### config.mk
export PLATFORM = sky130hd
export DESIGN_NAME = clock_divider_bank
export DESIGN_NICKNAME = d
export VERILOG_FILES = /design/src/rtl/clock_divider_pkg.sv /design/src/rtl/clock_divider_channel.sv /design/src/rtl/clock_divider_bank.sv
export SDC_FILE = /design/constraint.sdc
export NUM_CORES = 1
export LEC_CHECK = 0
export ABC_AREA = 1
export CAP_MARGIN = 20
export CORE_UTILIZATION = 50
export CTS_CLUSTER_SIZE = 30
export DETAILED_ROUTE_END_ITERATION = 12
export PLACE_DENSITY = 0.69
export SLEW_MARGIN = 20
export SYNTH_ARGS = -nofsm -noshare
export SYNTH_HDL_FRONTEND = slang
export SYNTH_HIERARCHICAL = 1
export SYNTH_SLANG_ARGS = --single-unit
export TNS_END_PERCENT = 50
### constraint.sdc
create_clock -name input_clock -period 1.9 [get_ports input_clock]
set_input_delay 0.285 -clock input_clock [delete_from_list [all_inputs] [get_ports input_clock]]
set_output_delay 0.285 -clock input_clock [all_outputs]
set_load 0.02 [all_outputs]
### src/rtl/clock_divider_pkg.sv
// Shared constants and types for the clock divider bank.
// The optional phase-align input is enabled with `define CLOCK_DIV_SYNC_EN.
package clock_divider_pkg;

    localparam int CNT_W_DEF        = 25;
    localparam int DEFAULT_HALF_DEF = 8333333;

    typedef struct packed {
        logic [CNT_W_DEF-1:0] half;
        logic                 enable;
    } cfg_t;

    typedef struct packed {
        logic [CNT_W_DEF-1:0] cnt;
        logic [CNT_W_DEF-1:0] half;
        logic                 enabled;
        logic                 pending;
        cfg_t                 pend_cfg;
    } ch_state_t;

endpackage

### src/rtl/clock_divider_channel.sv
// One divider channel: half-period counter, output toggle, tick and a single
// pending-config slot applied only at period boundaries (CLOCK_DIV_SYNC_EN adds sync_i).
module clock_divider_channel
    import clock_divider_pkg::*;
#(
    parameter int DEFAULT_HALF = DEFAULT_HALF_DEF
) (
    input  logic clk_i,
    input  logic rst_ni,
`ifdef CLOCK_DIV_SYNC_EN
    input  logic sync_i,
`endif
    input  logic cfg_we_i,
    input  cfg_t cfg_i,
    output logic pending_o,
    output logic clk_o,
    output logic tick_o
);

    ch_state_t st_q, st_d;
    logic      clk_q, clk_d;
    logic      tick_q, tick_d;
    logic      term;
    logic      sync;

`ifdef CLOCK_DIV_SYNC_EN
    assign sync = sync_i;
`else
    assign sync = 1'b0;
`endif

    assign term = st_q.enabled && (st_q.cnt == st_q.half);

    always_comb begin
        st_d  = st_q;
        clk_d = clk_q;
        if (sync && st_q.enabled) begin
            st_d.cnt = '0;
            clk_d    = 1'b0;
            if (st_q.pending) begin
                st_d.half    = st_q.pend_cfg.half;
                st_d.enabled = st_q.pend_cfg.enable;
                st_d.pending = 1'b0;
            end
        end else if (st_q.enabled) begin
            if (term) begin
                st_d.cnt = '0;
                // A disable waits for a falling boundary so the last high phase is full length.
                if (st_q.pending && !st_q.pend_cfg.enable) begin
                    if (clk_q) begin
                        clk_d        = 1'b0;
                        st_d.half    = st_q.pend_cfg.half;
                        st_d.enabled = 1'b0;
                        st_d.pending = 1'b0;
                    end else begin
                        clk_d = 1'b1;
                    end
                end else begin
                    clk_d = !clk_q;
                    if (st_q.pending) begin
                        st_d.half    = st_q.pend_cfg.half;
                        st_d.pending = 1'b0;
                    end
                end
            end else begin
                st_d.cnt = st_q.cnt + CNT_W_DEF'(1);
            end
        end else if (st_q.pending) begin
            st_d.cnt     = '0;
            clk_d        = 1'b0;
            st_d.half    = st_q.pend_cfg.half;
            st_d.enabled = st_q.pend_cfg.enable;
            st_d.pending = 1'b0;
        end
        // Acceptance only happens with no pending slot, so it never races an apply.
        if (cfg_we_i) begin
            st_d.pending  = 1'b1;
            st_d.pend_cfg = cfg_i;
        end
        tick_d = clk_d && !clk_q;
    end

    always_ff @(posedge clk_i or negedge rst_ni) begin
        if (!rst_ni) begin
            st_q   <= '{cnt: '0, half: CNT_W_DEF'(DEFAULT_HALF), enabled: 1'b1,
                        pending: 1'b0, pend_cfg: '0};
            clk_q  <= 1'b0;
            tick_q <= 1'b0;
        end else begin
            st_q   <= st_d;
            clk_q  <= clk_d;
            tick_q <= tick_d;
        end
    end

    assign pending_o = st_q.pending;
    assign clk_o     = clk_q;
    assign tick_o    = tick_q;

endmodule

### src/rtl/clock_divider_bank.sv
// Multi-channel glitch-free programmable clock divider with valid/ready config port.
// `define CLOCK_DIV_SYNC_EN adds sync_req to phase-align all enabled channels.
module clock_divider_bank
    import clock_divider_pkg::*;
#(
    parameter  int NUM_CH       = 4,
    parameter  int CNT_W        = CNT_W_DEF,
    parameter  int DEFAULT_HALF = DEFAULT_HALF_DEF,
    localparam int CH_W         = (NUM_CH > 1) ? $clog2(NUM_CH) : 1
) (
    input  logic              input_clock,
    input  logic              input_reset_n,
`ifdef CLOCK_DIV_SYNC_EN
    input  logic              sync_req,
`endif
    input  logic              cfg_valid,
    output logic              cfg_ready,
    input  logic [CH_W-1:0]   cfg_channel,
    input  logic [CNT_W-1:0]  cfg_half,
    input  logic              cfg_enable,
    output logic [NUM_CH-1:0] output_clock,
    output logic [NUM_CH-1:0] output_tick
);

    logic [NUM_CH-1:0] pend;
    logic [NUM_CH-1:0] we;
    cfg_t              cfg;

    // Channel state is held at package width; CNT_W must not exceed CNT_W_DEF.
    assign cfg = '{half: CNT_W_DEF'(cfg_half), enable: cfg_enable};

    // Out-of-range channels match nothing: ready stays 1 and the request is dropped.
    always_comb begin
        cfg_ready = 1'b1;
        for (int i = 0; i < NUM_CH; i++) begin
            if (cfg_channel == CH_W'(i)) cfg_ready = !pend[i];
        end
    end

    for (genvar g = 0; g < NUM_CH; g++) begin : g_ch
        assign we[g] = cfg_valid && cfg_ready && (cfg_channel == CH_W'(g));

        clock_divider_channel #(
            .DEFAULT_HALF (DEFAULT_HALF)
        ) u_ch (
            .clk_i     (input_clock),
            .rst_ni    (input_reset_n),
`ifdef CLOCK_DIV_SYNC_EN
            .sync_i    (sync_req),
`endif
            .cfg_we_i  (we[g]),
            .cfg_i     (cfg),
            .pending_o (pend[g]),
            .clk_o     (output_clock[g]),
            .tick_o    (output_tick[g])
        );
    end

endmodule

# After elaboration in Yosys (flattened, before gate mapping)
# Cells that the tools add are included.
# op_classes
addsub	4
eq_ne	23
mux	64
reduce_logical	46
# ops
cell	n
52-bit 2-to-1 mux	8
27-bit 2-to-1 mux	12
25-bit 2-to-1 mux	12
25-bit by 1-bit adder with 25-bit output (second input constant)	4
25-bit == test	4
1-bit 2-to-1 mux	32
1-bit logical AND	17
4-bit by 3-bit inequality test with 1-bit output (second input constant)	4
4-bit AND reduction	4
2-bit nonzero test	8
1-bit logical NOT	12
3-bit by 2-bit inequality test with 1-bit output (second input constant)	4
3-bit inequality test (second input constant)	4
2-bit inequality test (second input constant)	4
2-bit AND reduction	4
2-bit == test (second input constant)	2
2-bit by 1-bit == test with 1-bit output (second input constant)	1
2-bit logical NOT	1
# totals
regBits	320
input_bits	31
output_inout_bits	9
wordCells	169

# Depth between registers and ports, before layout
# depth
ltp_word	9
mapped_depth	13
depth_no_buf	12

# Cells and area by module
# The synthesis kept the hierarchy.
# modules_own_cells
mod	n_inst	cells_each	area_per_inst_um2	seq_area_each_um2
clock_divider_channel	4	619	4491.8	2018.2
clock_divider_bank	1	17	80.1	0.0

# Worst setup path after synthesis
# OpenSTA, ideal clock, no wires.
# synth_path
path_kind	in2reg
start	input g_ch[2].u_ch/st_q[39] (netlist name)
end	register g_ch[2].u_ch/st_q[42] (netlist name)
setup_time_ps	116
arrival_ps	1648
required_ps	1784
setup_slack_ps	135
stages	13
n_path_buf	1
cell_sequence	dfstp_2 -> inv_1 -> nand2_1 -> nand2_1 -> nor2_1 -> nand3_1 -> nor2_4 -> nand3_2 -> nand2_4 -> nand3_2 -> buf_2 -> nand2_1 -> nand2_1
# synth_between
elab_chain_cells	4
# synth_rtl
element	line	source
start, declared	clock_divider_channel.sv:20	ch_state_t st_q, st_d;
25-bit == test	clock_divider_channel.sv:32	assign term = st_q.enabled && (st_q.cnt == st_q.half);
1-bit logical AND	clock_divider_channel.sv:32	
2-bit inequality test (no line)	--	
4-bit AND reduction (no line)	--	
# No other way between the ends.
# A chain may end at the register's enable or synchronous reset.

# Worst setup path after layout
# layout_path
start	input g_ch[3].u_ch/st_q[46] (netlist name)
end	register g_ch[3].u_ch/st_q[44] (netlist name)
# layout_between
elab_chain_cells	4
# layout_rtl
element	line
start, declared	clock_divider_channel.sv:20
25-bit == test	clock_divider_channel.sv:32
1-bit logical AND	clock_divider_channel.sv:32
2-bit inequality test (no line)	--
4-bit AND reduction (no line)	--
# No other way between the ends.

==> impl_results.md <==
- Commonest register cell after synthesis: dfrtp_1
- Worst Reg-to-Reg Cells: 12
- Number of flops mapped to enable cells by yosys: 0
- Reg2reg start: g_ch[3].u_ch/st_q[46]
- Die height: 192 µm
- Clock sink total: 320
- Clk slew on worst S/H paths: 0.06 ns
- Hold crit path type: in -> async
- Share of cells above drive strength 1: 19.2%
- Max-cap violations: 0
- Die area: 36,900 µm²
- Int Pwr: 17.1 mW
- Comb power frac: 36.6%
- Final WS setup: -0.0235 ns
- Mapped Cells: 2,493
- Syn Nets: 2,528
- Diode count: 0
- Layout area overhead: 22.6%
- Mean area per synthesized cell: 7.24 µm²
- # rows: 69
- Synth top area cells: dfrtp_1 (37%), nand2_1 (20%), dfstp_2 (7.6%)
- Vias in the first global route: 16,000
- Slowest CP cell: dfstp_2
- Largest stage delay, worst path: 0.53 ns
- Post-synth top area share: 37.2%
- Min Tclk post-route: 1.92 ns
- Htree depth: 2
- Largest delay share family, worst path: simple AND/OR/NAND/NOR gates
- Routed WL: 50.6 mm
- Most frequent cells in the layout: nand2_1 (854), dfrtp_1 (261), inv_1 (244)
- Crit Path Class: reg -> reg
- Register area: 8080 µm²
- Final Max Slew Viols: 0
- Via Count: 16,800
- Gp weighted congestion: 0.920
- Worst-margin pin slew: 0.725 ns
- Global route overflow: 0
- Peak Freq: 520 MHz
- Most area-hungry cell type in the Yosys netlist: dfrtp_1
- Clock Tree Buf Depth: 3
- DP HPWL: 33.7 mm
- Outcome: finished with violations
- Final count of hold timing violations: 0
- DRC viols: 0
- Crit start category: register
- Placed Area: 19,900 µm²
- TritonCTS clock tree: yes
- #FFs+latches synth: 320
- WL/cell: 16.2 µm
- Clk_lat worst skew: 0.55 ns
- Critical Path End Type: register
- ANT nets after route: 0
- Hold WS: 0.291 ns
- Synth async-reset ratio: 100%
- CP cell instances: inv_2, nand2_2, nand2_2, nor2_4, nand3_2, nor2_4, nand3_4, nand2_4, nand2_8, nor2_4, nand2_1, nand2_1
- Global-route wire length before repair: 81.4 mm
- Switching Share: 38.9%
- Worst Path Required: 2.38 ns
- Commonest non-fill, non-tap cell in the layout: nand2_1
- Sw Pwr: 10.9 mW
- CP dominant cell by count: nor2_4
- Max VDD drop: 1.19 mV
- Violated checks: negative setup slack
- Total CTS buffers: 38
- Non-Filler Instances: 3,125
- Layout Nets: 2,670
- Crit-path max FO: 6
- Cells after DPL: 3,033
- Unique masters post-synth: 30
- IO buf count: 39
- Sequential share of power: 35.9%
- Clock group share of total power: 27.5%
- Worst clock skew: 0.0145 ns
- PwrDens: 1270 nW/µm²
- Fin area: 22,100 µm²
- Final period util: 101%
- Number of setup violations in the final report: 8
- Pre-Repair DR Iteration Count: 5
- YS warnings: 6
- Initial core utilization: 50.7%
- Core region area: 35,600 µm²
- Reg-to-Reg End: g_ch[3].u_ch/st_q[44]
- Via-to-Cell Ratio: 5.37
- Total Routing Usage GR: 27.8%
- Clock root cell: clkbuf_16
- Synthesized area: 18,000 µm²
- Fillers: 3,169
- Sequential-to-total area share from yosys stat: 44.7%
- Static Leak: 10.9 nW
- CP Data Arrival Time: 2.41 ns
- Largest net degree at the start of global routing: 61
- I/O pins: 40
- RSZ-0062 raised after global routing: true
- Die X: 192 µm
- FF-to-FF setup slack: -0.02 ns
- Multi-input logic area: 9070 µm²
- CP bufs+invs: 1
- Starting DRC count in detailed routing: 1,246
- Slew headroom: 51.6%
- Initial antenna violation count: 0
-- power by group through the flow --
| stage | sequential, mW | clock (mW) | combinational [mW] |
|---|---|---|---|
| final | 10.1 | 7.71 | 10.3 |
| after global routing | 10.3 | 8.13 | 11.4 |
| after CTS | 10.0 | 7.84 | 9.15 |
| after detailed placement | 10.1 | 0 | 8.98 |
| after global placement | 10.0 | 0 | 8.71 |
| after floorplan | 9.77 | 0 | 6.14 |
-- Yosys cell counts, types with 36 or more instances --
cell / count
nand3_1: 46
nand2_1: 946
xor2_1: 96
nor3_1: 44
nor2_1: 237
nand4_1: 132
o21ai_0: 129
dfrtp_1: 268
clkbuf_1: 56
inv_1: 254
dfstp_2: 52
o22ai_1: 76
inv_2: 36
-- cell families (layout without fill, tap and decap cells) --
family / Yosys count / in the layout / share of synthesized area, %
buffers and inverters: 390 / 554 / 8.67
xor gates and xnor gates: 120 / 120 / 5.82
AOI/OAI and AO/OA: 213 / 213 / 6.49
muxes: 4 / 4 / 0.250
adders and majority gates: 4 / 4 / 0.277
and+or+nand+nor: 1442 / 1449 / 33.8
DFF: 320 / 320 / 44.7
-- worst register-to-register path, cell delays in order (launching register included) --
cell	delay, ns
dfstp_2	0.53
inv_2	0.04
nand2_2	0.05
nand2_2	0.06
nor2_4	0.16
nand3_2	0.11
nor2_4	0.14
nand3_4	0.09
nand2_4	0.12
nand2_8	0.10
nor2_4	0.28
nand2_1	0.11
nand2_1	0.08
-- final cells by class --
| type | instances | share of cell area [%] |
|---|---|---|
| tap | 461 | 2.61 |
| timing repair buffer | 195 | 9.03 |
| sequential | 320 | 36.5 |
| multi-input combinational | 1790 | 41.0 |
| clock buffer | 55 | 5.00 |
| inverter | 290 | 4.92 |
| clock inverter | 14 | 0.911 |
-- worst max-delay path by stage --
stage | start | endpoint | slack (ns) | cells after the start
6_report | g_ch[3].u_ch/st_q[46] | g_ch[3].u_ch/st_q[44] | -0.02 | 12
5_1_grt | g_ch[3].u_ch/st_q[71] | g_ch[3].u_ch/st_q[44] | -0.15 | 12
4_1_cts | g_ch[3].u_ch/st_q[39] | g_ch[3].u_ch/st_q[39] | 0.002 | 12
3_5_place_dp | cfg_channel[1] | cfg_ready | -0.18 | 5
3_3_place_gp | cfg_channel[1] | cfg_ready | -0.19 | 6
2_1_floorplan | g_ch[2].u_ch/st_q[39] | g_ch[2].u_ch/st_q[42] | 0.14 | 12
-- through the flow --
| stage | util [%] | setup WS, ns | setup TNS (ns) | power (mW) |
|---|---|---|---|---|
| 3_5_place_dp | 56.0 | -0.178 | -13.67 | 19.1 |
| 3_3_place_gp | 56.0 | -0.191 | -9.83 | 18.7 |
| 2_1_floorplan | - | 0.135 | 0 | 15.9 |
| 6_report | 62.2 | -0.0235 | -0.0761 | 28.0 |
| 4_1_cts | 59.9 | 0.00162 | 0 | 27.0 |
| 5_1_grt | 62.2 | -0.146 | -4.63 | 29.8 |
-- flip-flops by register name (all words and copies together) (netlist names) --
signal,flops
g_ch.u_ch/tick_o,4
g_ch.u_ch/clk_o,4
g_ch.u_ch/pending_o,4
g_ch.u_ch/st_q,308
-- routing by layer --
metal,up-vias,global-route usage (%),wire length (µm)
met1,7967,37.3,21900
met4,0,10.4,1740
met5,-,0,0
met2,539,45.5,23900
li1,8161,-,-
met3,121,4.06,3010
-- what timing repair did --
action / in CTS / in global routing
gates cloned: 4 / 7
pin swaps: 5 / 61
setup buffers: 3 / 8
resized for setup: 17 / 195
hold endpoints to repair: 41 / 0
hold buffers: 1 / 0
endpoints found under the setup margin: 139 / 204
No activity file was read; power rests on OpenSTA's default activity.
